### src/rtl/regdecr_pkg.sv
// Shared types and defaults for the stream countdown block.
package regdecr_pkg;

    typedef enum logic {
        IDLE  = 1'b0,
        COUNT = 1'b1
    } state_t;

    localparam int NBITS_DEFAULT = 8;

endpackage

### src/rtl/regdecr_stream_if.sv
// Input start-value port and output countdown port of regdecr_stream.
interface regdecr_stream_if
    import regdecr_pkg::*;
#(
    parameter int nbits = NBITS_DEFAULT
);

    logic             in_val;
    logic             in_rdy;
    logic [nbits-1:0] in_msg;
    logic             out_val;
    logic             out_rdy;
    logic [nbits-1:0] out_msg;

    modport master (
        output in_val,
        output in_msg,
        output out_rdy,
        input  in_rdy,
        input  out_val,
        input  out_msg
    );

    modport slave (
        input  in_val,
        input  in_msg,
        input  out_rdy,
        output in_rdy,
        output out_val,
        output out_msg
    );

endinterface

### src/rtl/regdecr_cells.sv
// Behavioural views of the library cells used by the decrementer.
module FA_X1 (
    input  logic A,
    input  logic B,
    input  logic CI,
    output logic S,
    output logic CO
);
    assign S  = A ^ B ^ CI;
    assign CO = (A & B) | (A & CI) | (B & CI);
endmodule

module LOGIC1_X1 (
    output logic Z
);
    assign Z = 1'b1;
endmodule

module LOGIC0_X1 (
    output logic Z
);
    assign Z = 1'b0;
endmodule

### src/rtl/regdecr_decr.sv
// Ripple-carry decrementer: a + all-ones through one full adder per bit.
module regdecr_decr #(
    parameter int nbits = 8
) (
    input  logic [nbits-1:0] a,
    output logic [nbits-1:0] y
);

    logic             one;
    logic             zero;
    logic [nbits-1:0] c;

    LOGIC1_X1 u_tie1 (.Z(one));
    LOGIC0_X1 u_tie0 (.Z(zero));

    assign c[0] = zero;

    // Final carry-out is dropped; the countdown never wraps.
    for (genvar i = 0; i < nbits; i++) begin : g_bit
        if (i == nbits - 1) begin : g_last
            FA_X1 u_fa (
                .A (a[i]),
                .B (one),
                .CI(c[i]),
                .S (y[i]),
                .CO()
            );
        end else begin : g_mid
            FA_X1 u_fa (
                .A (a[i]),
                .B (one),
                .CI(c[i]),
                .S (y[i]),
                .CO(c[i+1])
            );
        end
    end

endmodule

### src/rtl/regdecr_stream.sv
// Accepts a start value and streams start, start-1, ..., 0 downstream.
module regdecr_stream
    import regdecr_pkg::*;
#(
    parameter int nbits = NBITS_DEFAULT
) (
    input  logic             CK,
    input  logic             RN,
    regdecr_stream_if.slave  bus,
    output logic             busy
);

    state_t           state;
    state_t           state_nx;
    logic [nbits-1:0] count;
    logic [nbits-1:0] count_nx;
    logic [nbits-1:0] dec;

    regdecr_decr #(.nbits(nbits)) u_decr (
        .a(count),
        .y(dec)
    );

    always_ff @(posedge CK) begin
        if (!RN) begin
            state <= IDLE;
            count <= '0;
        end else begin
            state <= state_nx;
            count <= count_nx;
        end
    end

    always_comb begin
        state_nx    = state;
        count_nx    = count;
        bus.in_rdy  = 1'b0;
        bus.out_val = 1'b0;
        bus.out_msg = count;
        busy        = 1'b0;
        unique case (state)
            IDLE: begin
                bus.in_rdy = 1'b1;
                if (bus.in_val) begin
                    count_nx = bus.in_msg;
                    state_nx = COUNT;
                end
            end
            COUNT: begin
                bus.out_val = 1'b1;
                busy        = 1'b1;
                if (bus.out_rdy) begin
                    if (count == '0) begin
                        state_nx = IDLE;
                    end else begin
                        count_nx = dec;
                    end
                end
            end
            default: ;
        endcase
        // Reset masks every output regardless of the registered state.
        if (!RN) begin
            bus.in_rdy  = 1'b0;
            bus.out_val = 1'b0;
            bus.out_msg = '0;
            busy        = 1'b0;
        end
    end

endmodule

### src/flat_wrapper.sv
// flat-port wrapper written by rule: the top's interface ports become plain ports
module regdecr_stream_flat import regdecr_pkg::*;
#(
    parameter int nbits = NBITS_DEFAULT
)
  (CK, RN, busy, bus_in_val, bus_in_msg, bus_out_rdy, bus_in_rdy, bus_out_val, bus_out_msg);
  regdecr_stream_if #(.nbits(nbits)) bus_i ();
  input  logic CK;
  input  logic RN;
  output logic busy;
  input wire logic [$bits(bus_i.in_val)-1:0] bus_in_val;
  input wire logic [$bits(bus_i.in_msg)-1:0] bus_in_msg;
  input wire logic [$bits(bus_i.out_rdy)-1:0] bus_out_rdy;
  output wire logic [$bits(bus_i.in_rdy)-1:0] bus_in_rdy;
  output wire logic [$bits(bus_i.out_val)-1:0] bus_out_val;
  output wire logic [$bits(bus_i.out_msg)-1:0] bus_out_msg;
  assign bus_i.in_val = bus_in_val;
  assign bus_i.in_msg = bus_in_msg;
  assign bus_i.out_rdy = bus_out_rdy;
  assign bus_in_rdy = bus_i.in_rdy;
  assign bus_out_val = bus_i.out_val;
  assign bus_out_msg = bus_i.out_msg;
  regdecr_stream #(.nbits(nbits)) u_core (.CK(CK), .RN(RN), .bus(bus_i), .busy(busy));
endmodule
### config.mk
export PLATFORM = sky130hd
export DESIGN_NAME = regdecr_stream_flat
export DESIGN_NICKNAME = d
export VERILOG_FILES = /design/src/rtl/regdecr_pkg.sv /design/src/rtl/regdecr_stream_if.sv /design/src/rtl/regdecr_cells.sv /design/src/rtl/regdecr_decr.sv /design/src/rtl/regdecr_stream.sv /design/src/flat_wrapper.sv
export SDC_FILE = /design/constraint.sdc
export NUM_CORES = 1
export LEC_CHECK = 0
export ABC_CLOCK_PERIOD_IN_PS = 2600
export CORE_UTILIZATION = 44
export CTS_BUF_LIST = sky130_fd_sc_hd__clkbuf_4
export DETAILED_ROUTE_END_ITERATION = 16
export MAX_ROUTING_LAYER = met4
export PLACE_DENSITY_LB_ADDON = 0.12
export RECOVER_POWER = 50
export SYNTH_ARGS = -nofsm -noshare
export SYNTH_HDL_FRONTEND = slang
export SYNTH_SLANG_ARGS = --single-unit
### constraint.sdc
create_clock -name CK -period 2.6 [get_ports CK]
set_input_delay 0.39 -clock CK [delete_from_list [all_inputs] [get_ports CK]]
set_output_delay 0.39 -clock CK [all_outputs]
set_load 0.01 [all_outputs]
# Word-level counts from Yosys, hierarchy flattened
# Index checks and enable logic that the tools add are counted.
op_classes:
  n_eq_ne: 3
  muxes: 13
  bitwise: 34
  reduce_logical: 2
ops:
  columns: ["cell", "count"]
  rows:
  - ["8-bit 2-to-1 mux", 4]
  - ["8-bit case mux with 2 select lines", 1]
  - ["1-bit bitwise OR", 12]
  - ["1-bit NOT", 9]
  - ["8-bit zero test", 1]
  - ["1-bit 2-to-1 mux", 7]
  - ["1-bit bitwise XOR", 7]
  - ["1-bit AND", 6]
  - ["2-bit inequality test, second input constant", 3]
  - ["3-bit AND reduction", 1]
  - ["1-bit case mux with 2 select lines", 1]
totals:
  reg_bits: 9
  word_cells: 54

# Longest topological paths before layout
# Gate-level depths: netlist of run 1.
logic_depth:
  word_depth: 22
  depth_mapped: 9
  depth_no_buf: 9

# Modules after synthesis
# Synthesis of run 1 repeated with hierarchy kept, for this count alone.
unflattened:
  cells_unflattened: 58
  area_unflattened_um2: 664.4
by_module_without_submodules:
  columns: ["mod", "n_inst", "cells_each", "area_per_inst_um2", "seq_area_each_um2"]
  rows:
  - ["regdecr_stream", 1, 46, 481.7, 180.2]
  - ["FA_X1", 8, 1, 20.0, 0.0]
  - ["LOGIC0_X1", 1, 2, 11.3, 0.0]
  - ["LOGIC1_X1", 1, 2, 11.3, 0.0]

# Worst setup path before layout of run 1
# Ideal clock, no wire load.
synth_timing:
  kind: "register to register"
  startpoint: "reg u_core.count[0]"
  endpoint: "reg u_core.count[7]"
  setup_ns: 0.117
  arrival_ns: 1.839
  slack_ns: 0.644
  stages_incl_launch_ff: 10
  path_buffers: 0
  period_less_slack_ns: 1.956
  path_cell_list: "dfxtp_1 > inv_1 > ha_1 > ha_1 > ha_1 > ha_1 > ha_1 > ha_1 > a22o_1 > a32o_1"
synth_via:
  elab_chain_len: 22
synth_lines:
  columns: ["item", "line", "text"]
  rows:
  - ["from (decl)", "regdecr_stream.sv:15", "logic [nbits-1:0] count;"]
  - ["from (signal assigned)", "regdecr_stream.sv:30", "count <= count_nx;"]
  - ["1-bit AND", "regdecr_cells.sv:10", "assign CO = (A & B) | (A & CI) | (B & CI);"]
  - ["1-bit bitwise OR (2 in a row)", "regdecr_cells.sv:10", null]
  - ["1-bit AND", "regdecr_cells.sv:10", null]
  - ["1-bit bitwise OR (2 in a row)", "regdecr_cells.sv:10", null]
  - ["1-bit AND", "regdecr_cells.sv:10", null]
  - ["1-bit bitwise OR (2 in a row)", "regdecr_cells.sv:10", null]
  - ["1-bit AND", "regdecr_cells.sv:10", null]
  - ["1-bit bitwise OR (2 in a row)", "regdecr_cells.sv:10", null]
  - ["1-bit AND", "regdecr_cells.sv:10", null]
  - ["1-bit bitwise OR (2 in a row)", "regdecr_cells.sv:10", null]
  - ["1-bit AND", "regdecr_cells.sv:10", null]
  - ["1-bit bitwise OR (2 in a row)", "regdecr_cells.sv:10", null]
  - ["1-bit bitwise XOR", "regdecr_cells.sv:9", "assign S = A ^ B ^ CI;"]
  - ["8-bit 2-to-1 mux", "regdecr_stream.sv:53", "if (count == '0) begin"]
  - ["8-bit 2-to-1 mux", "regdecr_stream.sv:52", "if (bus.out_rdy) begin"]
  - ["8-bit case mux with 2 select lines", "regdecr_stream.sv:41", "unique case (state)"]
# Several ways; a longest one is shown, not always the timed one. The select of a mux whose other input is x is not followed.
# A chain may end at the register's enable or synchronous reset.

# Worst setup path after layout of run 1
layout_timing:
  startpoint: "in RN"
  endpoint: "out bus_out_val"
layout_via:
  elab_chain_len: 1
layout_lines:
  columns: ["item", "line", "text"]
  rows:
  - ["from (decl)", "flat_wrapper.sv:9", "input logic RN;"]
  - ["1-bit 2-to-1 mux", "regdecr_stream.sv:63", "if (!RN) begin"]
  - ["to (decl)", "flat_wrapper.sv:15", "output wire logic [$bits(bus_i.out_val)-1:0] bus_out_val;"]
# Every way passes these cells.

==> results of run 1 <==
==> cell usage after synthesis, drive strengths merged <==
cell type and n:
ha 6, and2 1, a21oi 5, a32o 1, mux2i 5, clkbuf 2
buf 2, nand4 1, a31oi 1, a221oi 1, nor2 18, o21ai 3
nor2b 2, o211a 2, dfxtp 9, a22o 1, nand2 2, inv 9
o211ai 2, nor4 1
==> power by group <==
part | internal (mW) | leakage (nW) | switching [mW] | total, mW
clock network | 0.0696 | 0.0184 | 0.0497 | 0.119
registers | 0.155 | 0.0746 | 0.0190 | 0.174
logic | 0.0912 | 0.274 | 0.0792 | 0.170
total | 0.316 | 0.367 | 0.148 | 0.464
==> worst max-delay path: stages <==
cell and delay (ps):
dlygate4sd3_1 640, inv_2 160, nor2_1 140, clkdlybuf4s50_1 550
==> layer usage <==
layer,wire length [um],up-vias
met3,50,2
met2,610,14
li1,-,302
met5,0,-
met4,14,0
met1,596,258
==> registers in the layout (all words and copies together) (netlist names) <==
name	cells
u_core.state	1
u_core.count	8
==> worst max-delay path by stage <==
stage / slack, ps / startpoint / endpoint / depth (start not counted)
after global routing: 240 / RN / bus_out_val / 4
final: 320 / RN / bus_out_val / 4
after global placement: 420 / RN / busy / 4
after CTS: 330 / u_core.state / bus_out_val / 3
after floorplan: 640 / u_core.count[0] / u_core.count[7] / 9
after detailed placement: 380 / RN / bus_out_val / 4
==> layout make-up <==
type                       instances  area [um2]
sequential                         9         180
fill                             126         453
timing repair buffer              23         224
multi-input combinational         52         362
clock buffer                       4        30.0
inverter                           9        33.8
tap                               15        18.8
==> through the flow <==
stage	cell area (um2)	cells	hold slack, ps	setup WS, ps
6_report	848	112	511	323
5_1_grt	848	112	546	236
4_1_cts	868	112	508	326
3_5_place_dp	838	108	492	383
3_3_place_gp	838	108	482	421
2_1_floorplan	618	74	460	644
==> logic make-up (layout without fill, tap and decap cells) <==
| kind of cell | after synthesis | after routing |
|---|---|---|
| AO/OA/AOI/OAI | 16 | 16 |
| adder cells (fa/ha/maj) | 6 | 6 |
| buffers and inverters | 13 | 36 |
| flip-flops | 9 | 9 |
| multiplexers | 5 | 5 |
| AND/OR/NAND/NOR | 25 | 25 |
==> impl_metrics.csv, run 1 <==
group,metric,value,unit
yosys,synth_compound_area_share,21.3,%
yosys,synth_top_family_by_area,"compound AO/OA/AOI/OAI gates",
setup_path,end_kind,"primary output",
yosys,syn_area,618,um2
drt,drtPass1Iterations,4,
setup_path,path_max_fanout,15,
cells_and_area,drive_gt1_share,7.22,%
floorplan,dieArea,0.00156,mm2
grt,grt.overflow.total,0,
yosys,synthAdderAreaFrac,12.1,%
placed_design,io_buffer_count,22,
sta,fin_tns_setup,0,ps
min_path,min_from,"u_core.count[1]",
yosys,synth_top_cell_area_share,29.1,%
drt,post-route-drc-count,0,
sta,fin_skew,2.86,ps
sta,period_share,87.6,%
yosys,syn-instance-count,74,
yosys,synth.largest_area_cell,"dfxtp_1",
setup_path,r2r_cells,9,
grt,grt_pass1_wl,1.84,mm
drt,antenna_left,0,
setup_path,cp.required,2210,ps
grt,grt_busiest_layer,"met2",
sta,max_slew.worst_pin.slew,600,ps
setup_path,reg2reg_slack,510,ps
clock_network,clkTransAtPathRegs,60,ps
clock_network,cts_buffers,3,
yosys,synth_cell_types,23,
clock_network,tritoncts,"done",
clock_network,cts_setup_buffers,0,
power,max-vdd-ir-drop,0.304,mV
min_path,hold_path_end,"u_core.count[1]",
run,drv_cap,0,
grt,grtUsageMet2,32.8,%
drt,post_drt_wl_per_cell,11.3,um
sta,max_freq,439,MHz
sta,relSlewSlack,59.8,%
min_path,hp-class,"reg -> reg",
drt,drtIter0Drc,6,
yosys,synth_warnings,0,
setup_path,start_kind,"primary input",
clock_network,cts_max_level,1,
drt,postRouteWirelength,1.27,mm
cells_and_area,diodes,0,
setup_path,worstSetupPathType,"in -> out",
sta,grt_setup_unrepaired,"no",
yosys,synthMuxAreaShare,8.10,%
grt,met3_usage,5.11,%
floorplan,start_util,47.5,%
cells_and_area,layout_commonest_cell,"clkdlybuf4s50_1",
clock_network,cts_hold_buf,0,
sta,fin_crit,2280,ps
cells_and_area,final_cell_mix,"21 x clkdlybuf4s50_1, 18 x nor2_1, 9 x dfxtp_1",
yosys,synth_xor_area_share,0,%
grt,grt_max_degree,16,
clock_network,clk_latency,260,ps
setup_path,crit_arrival,1890,ps
sta,setup_viol,0,
drt,vias_per_cell,5.14,
floorplan,rows,13,
drt,dr_total_vias,576,
clock_network,root_buffer,"clkbuf_4",
cells_and_area,area.growth.synth_to_final,37.2,%
grt,track_usage,18.4,%
clock_network,cts_resized,0,
power,power,0.464,mW
setup_path,r2r-start,"u_core.count[0]",
placed_design,gp_congestion,0.690,
yosys,ys_seq_area_share,29.1,%
yosys,synth_area_leaders,"dfxtp_1 29%, ha_1 12%, nor2_1 11%, mux2i_1 8.1%, inv_1 4.9%",
outcome,outcome,"finished clean",
grt,grt_pass1_vias,469,
cells_and_area,fin_nets,116,
yosys,syn_nets,92,
cells_and_area,fin_util,65.2,%
sta,hold_viol_final,0,
floorplan,ios,23,
floorplan,chipHeight,39.5,um
sta,slew_viol_final,0,
placed_design,place_hpwl,971,um
power,power_density,547,mW/mm2
setup_path,r2r_end,"u_core.count[7]",
grt,antenna_found_initial,0,
clock_network,cts.sinks,9,
yosys,ys_seq_elements,9,
clock_network,clock_path_buffers,2,
power,p_leak,0.367,nW
floorplan,core,0.00130,mm2
min_path,min_path_cells,2,
grt,use_met1,17.7,%
yosys,synth-simple-area-share,19.6,%
floorplan,fp.dieW,39.5,um
yosys,avgSynthCellArea,8.35,um2
Note: power is estimated with default switching activity, not from simulation.
==> run 2: changes to the inputs <==
--- a/config.mk
+++ b/config.mk
@@ -6,6 +6,7 @@
 export NUM_CORES = 1
 export LEC_CHECK = 0
 export ABC_CLOCK_PERIOD_IN_PS = 2600
+export CORE_MARGIN = 8
 export CORE_UTILIZATION = 44
 export CTS_BUF_LIST = sky130_fd_sc_hd__clkbuf_4
 export DETAILED_ROUTE_END_ITERATION = 16
==> impl_metrics.csv, run 2 (synthesis results as in run 1) <==
group,metric,value,unit
outcome,outcome,"finished clean",
cells_and_area,layout_commonest_cell,"clkdlybuf4s50_1",
drt,drtIter0Drc,7,
sta,relSlewSlack,62.4,%
drt,vias_per_cell,4.90,
cells_and_area,drive_gt1_share,8.16,%
setup_path,worstSetupPathType,"in -> out",
drt,post_drt_wl_per_cell,12.5,um
clock_network,clkTransAtPathRegs,60,ps
cells_and_area,final_cell_mix,"21 x clkdlybuf4s50_1, 18 x nor2_1, 9 x dfxtp_1",
setup_path,end_kind,"primary output",
cells_and_area,fin_util,65.8,%
setup_path,path_cells,"dlygate4sd3_1 > inv_2 > nor2_1 > clkdlybuf4s50_1",
setup_path,crit_arrival,1920,ps
drt,drtPass1Iterations,4,
floorplan,rows,13,
clock_network,clk_latency,260,ps
cells_and_area,area.growth.synth_to_final,38.5,%
setup_path,cp.required,2210,ps
clock_network,cts.sinks,9,
cells_and_area,largest_registers,"u_core.count x8, u_core.state x1",
clock_network,root_buffer,"clkbuf_4",
placed_design,place_hpwl,1.09,mm
drt,dr_total_vias,554,
sta,final.setup.worst_slack,293,ps
setup_path,path_max_fanout,15,
setup_path,worst_path_max_delay_cell,"dlygate4sd3_1",
placed_design,io_buffer_count,22,
floorplan,fp.dieW,53.5,um
grt,track_usage,11.6,%
power,power_density,544,mW/mm2
sta,fin_crit,2310,ps
sta,fin_tns_setup,0,ps
sta,max_slew.worst_pin.slew,561,ps
drt,post-route-drc-count,0,
sta,slew_viol_final,0,
clock_network,cts_buffers,3,
drt,postRouteWirelength,1.41,mm
floorplan,dieArea,0.00286,mm2
floorplan,core,0.00130,mm2
power,max-vdd-ir-drop,0.319,mV
clock_network,cts_setup_buffers,0,
cells_and_area,fillers,118,
sta,max_freq,433,MHz
sta,hold_viol_final,0,
grt,antenna_found_initial,0,
cells_and_area,stdcell_area,856,um2
floorplan,chipHeight,53.5,um
run,drv_cap,0,
setup_path,critical-path-max-stage-delay,640,ps
sta,fin_skew,0.851,ps
clock_network,tritoncts,"done",
floorplan,ios,23,
cells_and_area,top_register,"u_core.count",
cells_and_area,largest_reg_flops,8,
clock_network,cts_hold_buf,0,
sta,period_share,88.7,%
sta,setup_viol,0,
grt,grt_pass1_vias,568,
setup_path,start_kind,"primary input",
drt,antenna_left,0,
grt,grt_max_degree,16,
sta,grt_setup_unrepaired,"no",
cells_and_area,diodes,0,
cells_and_area,fin_nets,117,
placed_design,dp_slack,364,ps
grt,grt.overflow.total,0,
min_path,hp-class,"reg -> reg",
placed_design,placed_area,846,um2
grt,grt_pass1_wl,2.37,mm
clock_network,cts_max_level,1,
power,p_leak,0.372,nW
floorplan,start_util,47.5,%
clock_network,cts_resized,0,
sta,holdWs,498,ps
clock_network,clock_path_buffers,2,
placed_design,gp_congestion,0.760,
-- run 2: where the power goes --
group	switching [mW]	leakage (nW)	internal, mW	total [mW]
Sequential	0.0141	0.0746	0.155	0.170
Clock	0.0503	0.0184	0.0697	0.120
Combinational	0.0838	0.279	0.0926	0.176
-- run 2: final timing paths --
| path | start | end | slack [ps] | cells after the start |
|---|---|---|---|---|
| min reg2reg | u_core.count[1] | u_core.count[1] | 500 | 2 |
| max | RN | bus_out_msg[5] | 290 | 4 |
| min | u_core.count[1] | u_core.count[1] | 500 | 2 |
| max reg2reg | u_core.count[0] | u_core.count[7] | 510 | 7 |
-- run 2: layout make-up --
cell class                      instances  area, um2  share of cell area, %
Tap cell                               15       18.8                   2.19
Clock buffer                            4       30.0                   3.51
Inverter                                9       33.8                   3.95
Timing Repair Buffer                   24        231                   27.0
Sequential cell                         9        180                   21.1
Multi-Input combinational cell         52        362                   42.3
-- run 2: stage by stage --
step | instances | power (mW)
floorplan | 74 | 0.299
global placement | 109 | 0.359
detailed placement | 109 | 0.362
CTS | 113 | 0.484
global route | 113 | 0.506
finish | 113 | 0.466
-- run 2: metal layers --
metal	track usage, %	up-vias	share of wire, %
li1	-	298	-
met1	12.3	236	43
met2	18.8	16	47
met3	5.32	4	8.4
met4	3.78	0	1.2
met5	-	-	0
-- run 2: worst max-delay path, delay by kind of cell --
kind | cells | cell delay [ps]
buf+inv | 3 | 1380
simple gates | 1 | 150
==> run 3: changes to the inputs <==
--- a/config.mk
+++ b/config.mk
@@ -6,13 +6,17 @@
 export NUM_CORES = 1
 export LEC_CHECK = 0
 export ABC_CLOCK_PERIOD_IN_PS = 2600
+export CELL_PAD_IN_SITES_DETAIL_PLACEMENT = 1
+export CELL_PAD_IN_SITES_GLOBAL_PLACEMENT = 1
 export CORE_MARGIN = 8
-export CORE_UTILIZATION = 44
+export CORE_UTILIZATION = 32
 export CTS_BUF_LIST = sky130_fd_sc_hd__clkbuf_4
 export DETAILED_ROUTE_END_ITERATION = 16
+export GPL_ROUTABILITY_DRIVEN = 0
 export MAX_ROUTING_LAYER = met4
 export PLACE_DENSITY_LB_ADDON = 0.12
 export RECOVER_POWER = 50
+export SLEW_MARGIN = 30
 export SYNTH_ARGS = -nofsm -noshare
 export SYNTH_HDL_FRONTEND = slang
 export SYNTH_SLANG_ARGS = --single-unit
==> impl_metrics.csv, run 3 (synthesis results as in run 1) <==
group,metric,value,unit
sta,max_freq,440,MHz
drt,vias_per_cell,4.85,
drt,drtPass1Iterations,2,
setup_path,crit_arrival,1880,ps
drt,post-route-drc-count,0,
clock_network,cts_max_level,1,
power,max-vdd-ir-drop,0.273,mV
sta,period_share,87.3,%
grt,grt_max_degree,16,
floorplan,dieArea,0.00359,mm2
run,drv_cap,0,
sta,hold_viol_final,0,
floorplan,core,0.00188,mm2
cells_and_area,drive_gt1_share,9.18,%
sta,fin_skew,2.33,ps
sta,setup_viol,0,
grt,track_usage,10.5,%
min_path,hp-class,"reg -> reg",
clock_network,tritoncts,"done",
sta,relSlewSlack,41.8,%
grt,grt_pass1_vias,642,
clock_network,cts_hold_buf,0,
clock_network,clkTransAtPathRegs,60,ps
sta,fin_tns_setup,0,ps
drt,antenna_left,0,
clock_network,cts_setup_buffers,0,
cells_and_area,diodes,0,
clock_network,cts_buffers,3,
setup_path,path_max_fanout,15,
clock_network,clk_latency,270,ps
power,p_leak,0.374,nW
clock_network,root_buffer,"clkbuf_4",
drt,postRouteWirelength,1.59,mm
sta,slew_viol_final,0,
floorplan,rows,16,
cells_and_area,layout_commonest_cell,"clkdlybuf4s50_1",
sta,grt_setup_unrepaired,"no",
cells_and_area,fillers,242,
placed_design,place_hpwl,1.30,mm
setup_path,start_kind,"primary input",
floorplan,ios,23,
setup_path,end_kind,"primary output",
sta,fin_crit,2270,ps
floorplan,start_util,32.8,%
power,power_density,542,mW/mm2
grt,grt_pass1_wl,2.75,mm
clock_network,clock_path_buffers,2,
drt,drtIter0Drc,5,
placed_design,io_buffer_count,22,
placed_design,dp_slack,369,ps
drt,dr_total_vias,606,
floorplan,chipHeight,60.0,um
sta,max_slew.worst_pin.slew,868,ps
clock_network,cts_resized,0,
cells_and_area,largest_registers,"u_core.count x8, u_core.state x1",
sta,final.setup.worst_slack,330,ps
power,power,0.475,mW
outcome,outcome,"finished clean",
setup_path,worstSetupPathType,"in -> out",
grt,antenna_found_initial,0,
grt,grt.overflow.total,0,
cells_and_area,fin_nets,117,
clock_network,cts.sinks,9,
cells_and_area,largest_reg_flops,8,
drt,post_drt_wl_per_cell,12.7,um
cells_and_area,final_cell_mix,"21 x clkdlybuf4s50_1, 18 x nor2_1, 9 x dfxtp_1",
setup_path,cp.required,2210,ps
floorplan,fp.dieW,60.0,um
cells_and_area,top_register,"u_core.count",
cells_and_area,area.growth.synth_to_final,41.7,%
run 3: worst paths after layout:
path	startpoint	end	slack [ps]	depth (start not counted)
min reg2reg	u_core.count[1]	u_core.count[1]	510	2
max	RN	busy	330	4
max reg2reg	u_core.count[0]	u_core.count[3]	480	7
min	u_core.count[1]	u_core.count[1]	510	2
run 3: report_power, final:
part	internal, mW	switching [mW]	total (mW)
Clock	0.0699	0.0538	0.124
Sequential	0.155	0.0196	0.175
Combinational	0.0943	0.0819	0.176
Total	0.320	0.155	0.475
run 3: area by class of cell:
type	instances	area (um2)	area share [%]
Inverter	9	33.8	3.86
Clock buffer	4	30.0	3.43
Sequential cell	9	180	20.6
Tap cell	27	33.8	3.86
Multi-Input combinational cell	52	367	41.9
Timing Repair Buffer	24	231	26.4
run 3: stage by stage:
step           std cells  hold slack, ps  cell area (um2)  util [%]
4_1_cts              125             522              891      47.3
2_1_floorplan         74             460              618         -
3_5_place_dp         121             506              861      45.7
3_3_place_gp         121             480              861      45.7
5_1_grt              125             523              876      46.5
6_report             125             514              876      46.5
run 3: layer usage:
layer	vias to the layer above	GRT usage, %	part of all wire [%]
li1	301	-	-
met1	289	10.0	41
met2	12	18.0	52
met3	4	4.95	5.7
met4	0	4.08	1.3
met5	-	-	0
run 3: critical path, cell delays in order:
cell,delay (ps)
dlygate4sd3_1,630
inv_2,160
nor2_1,150
clkdlybuf4s50_1,550
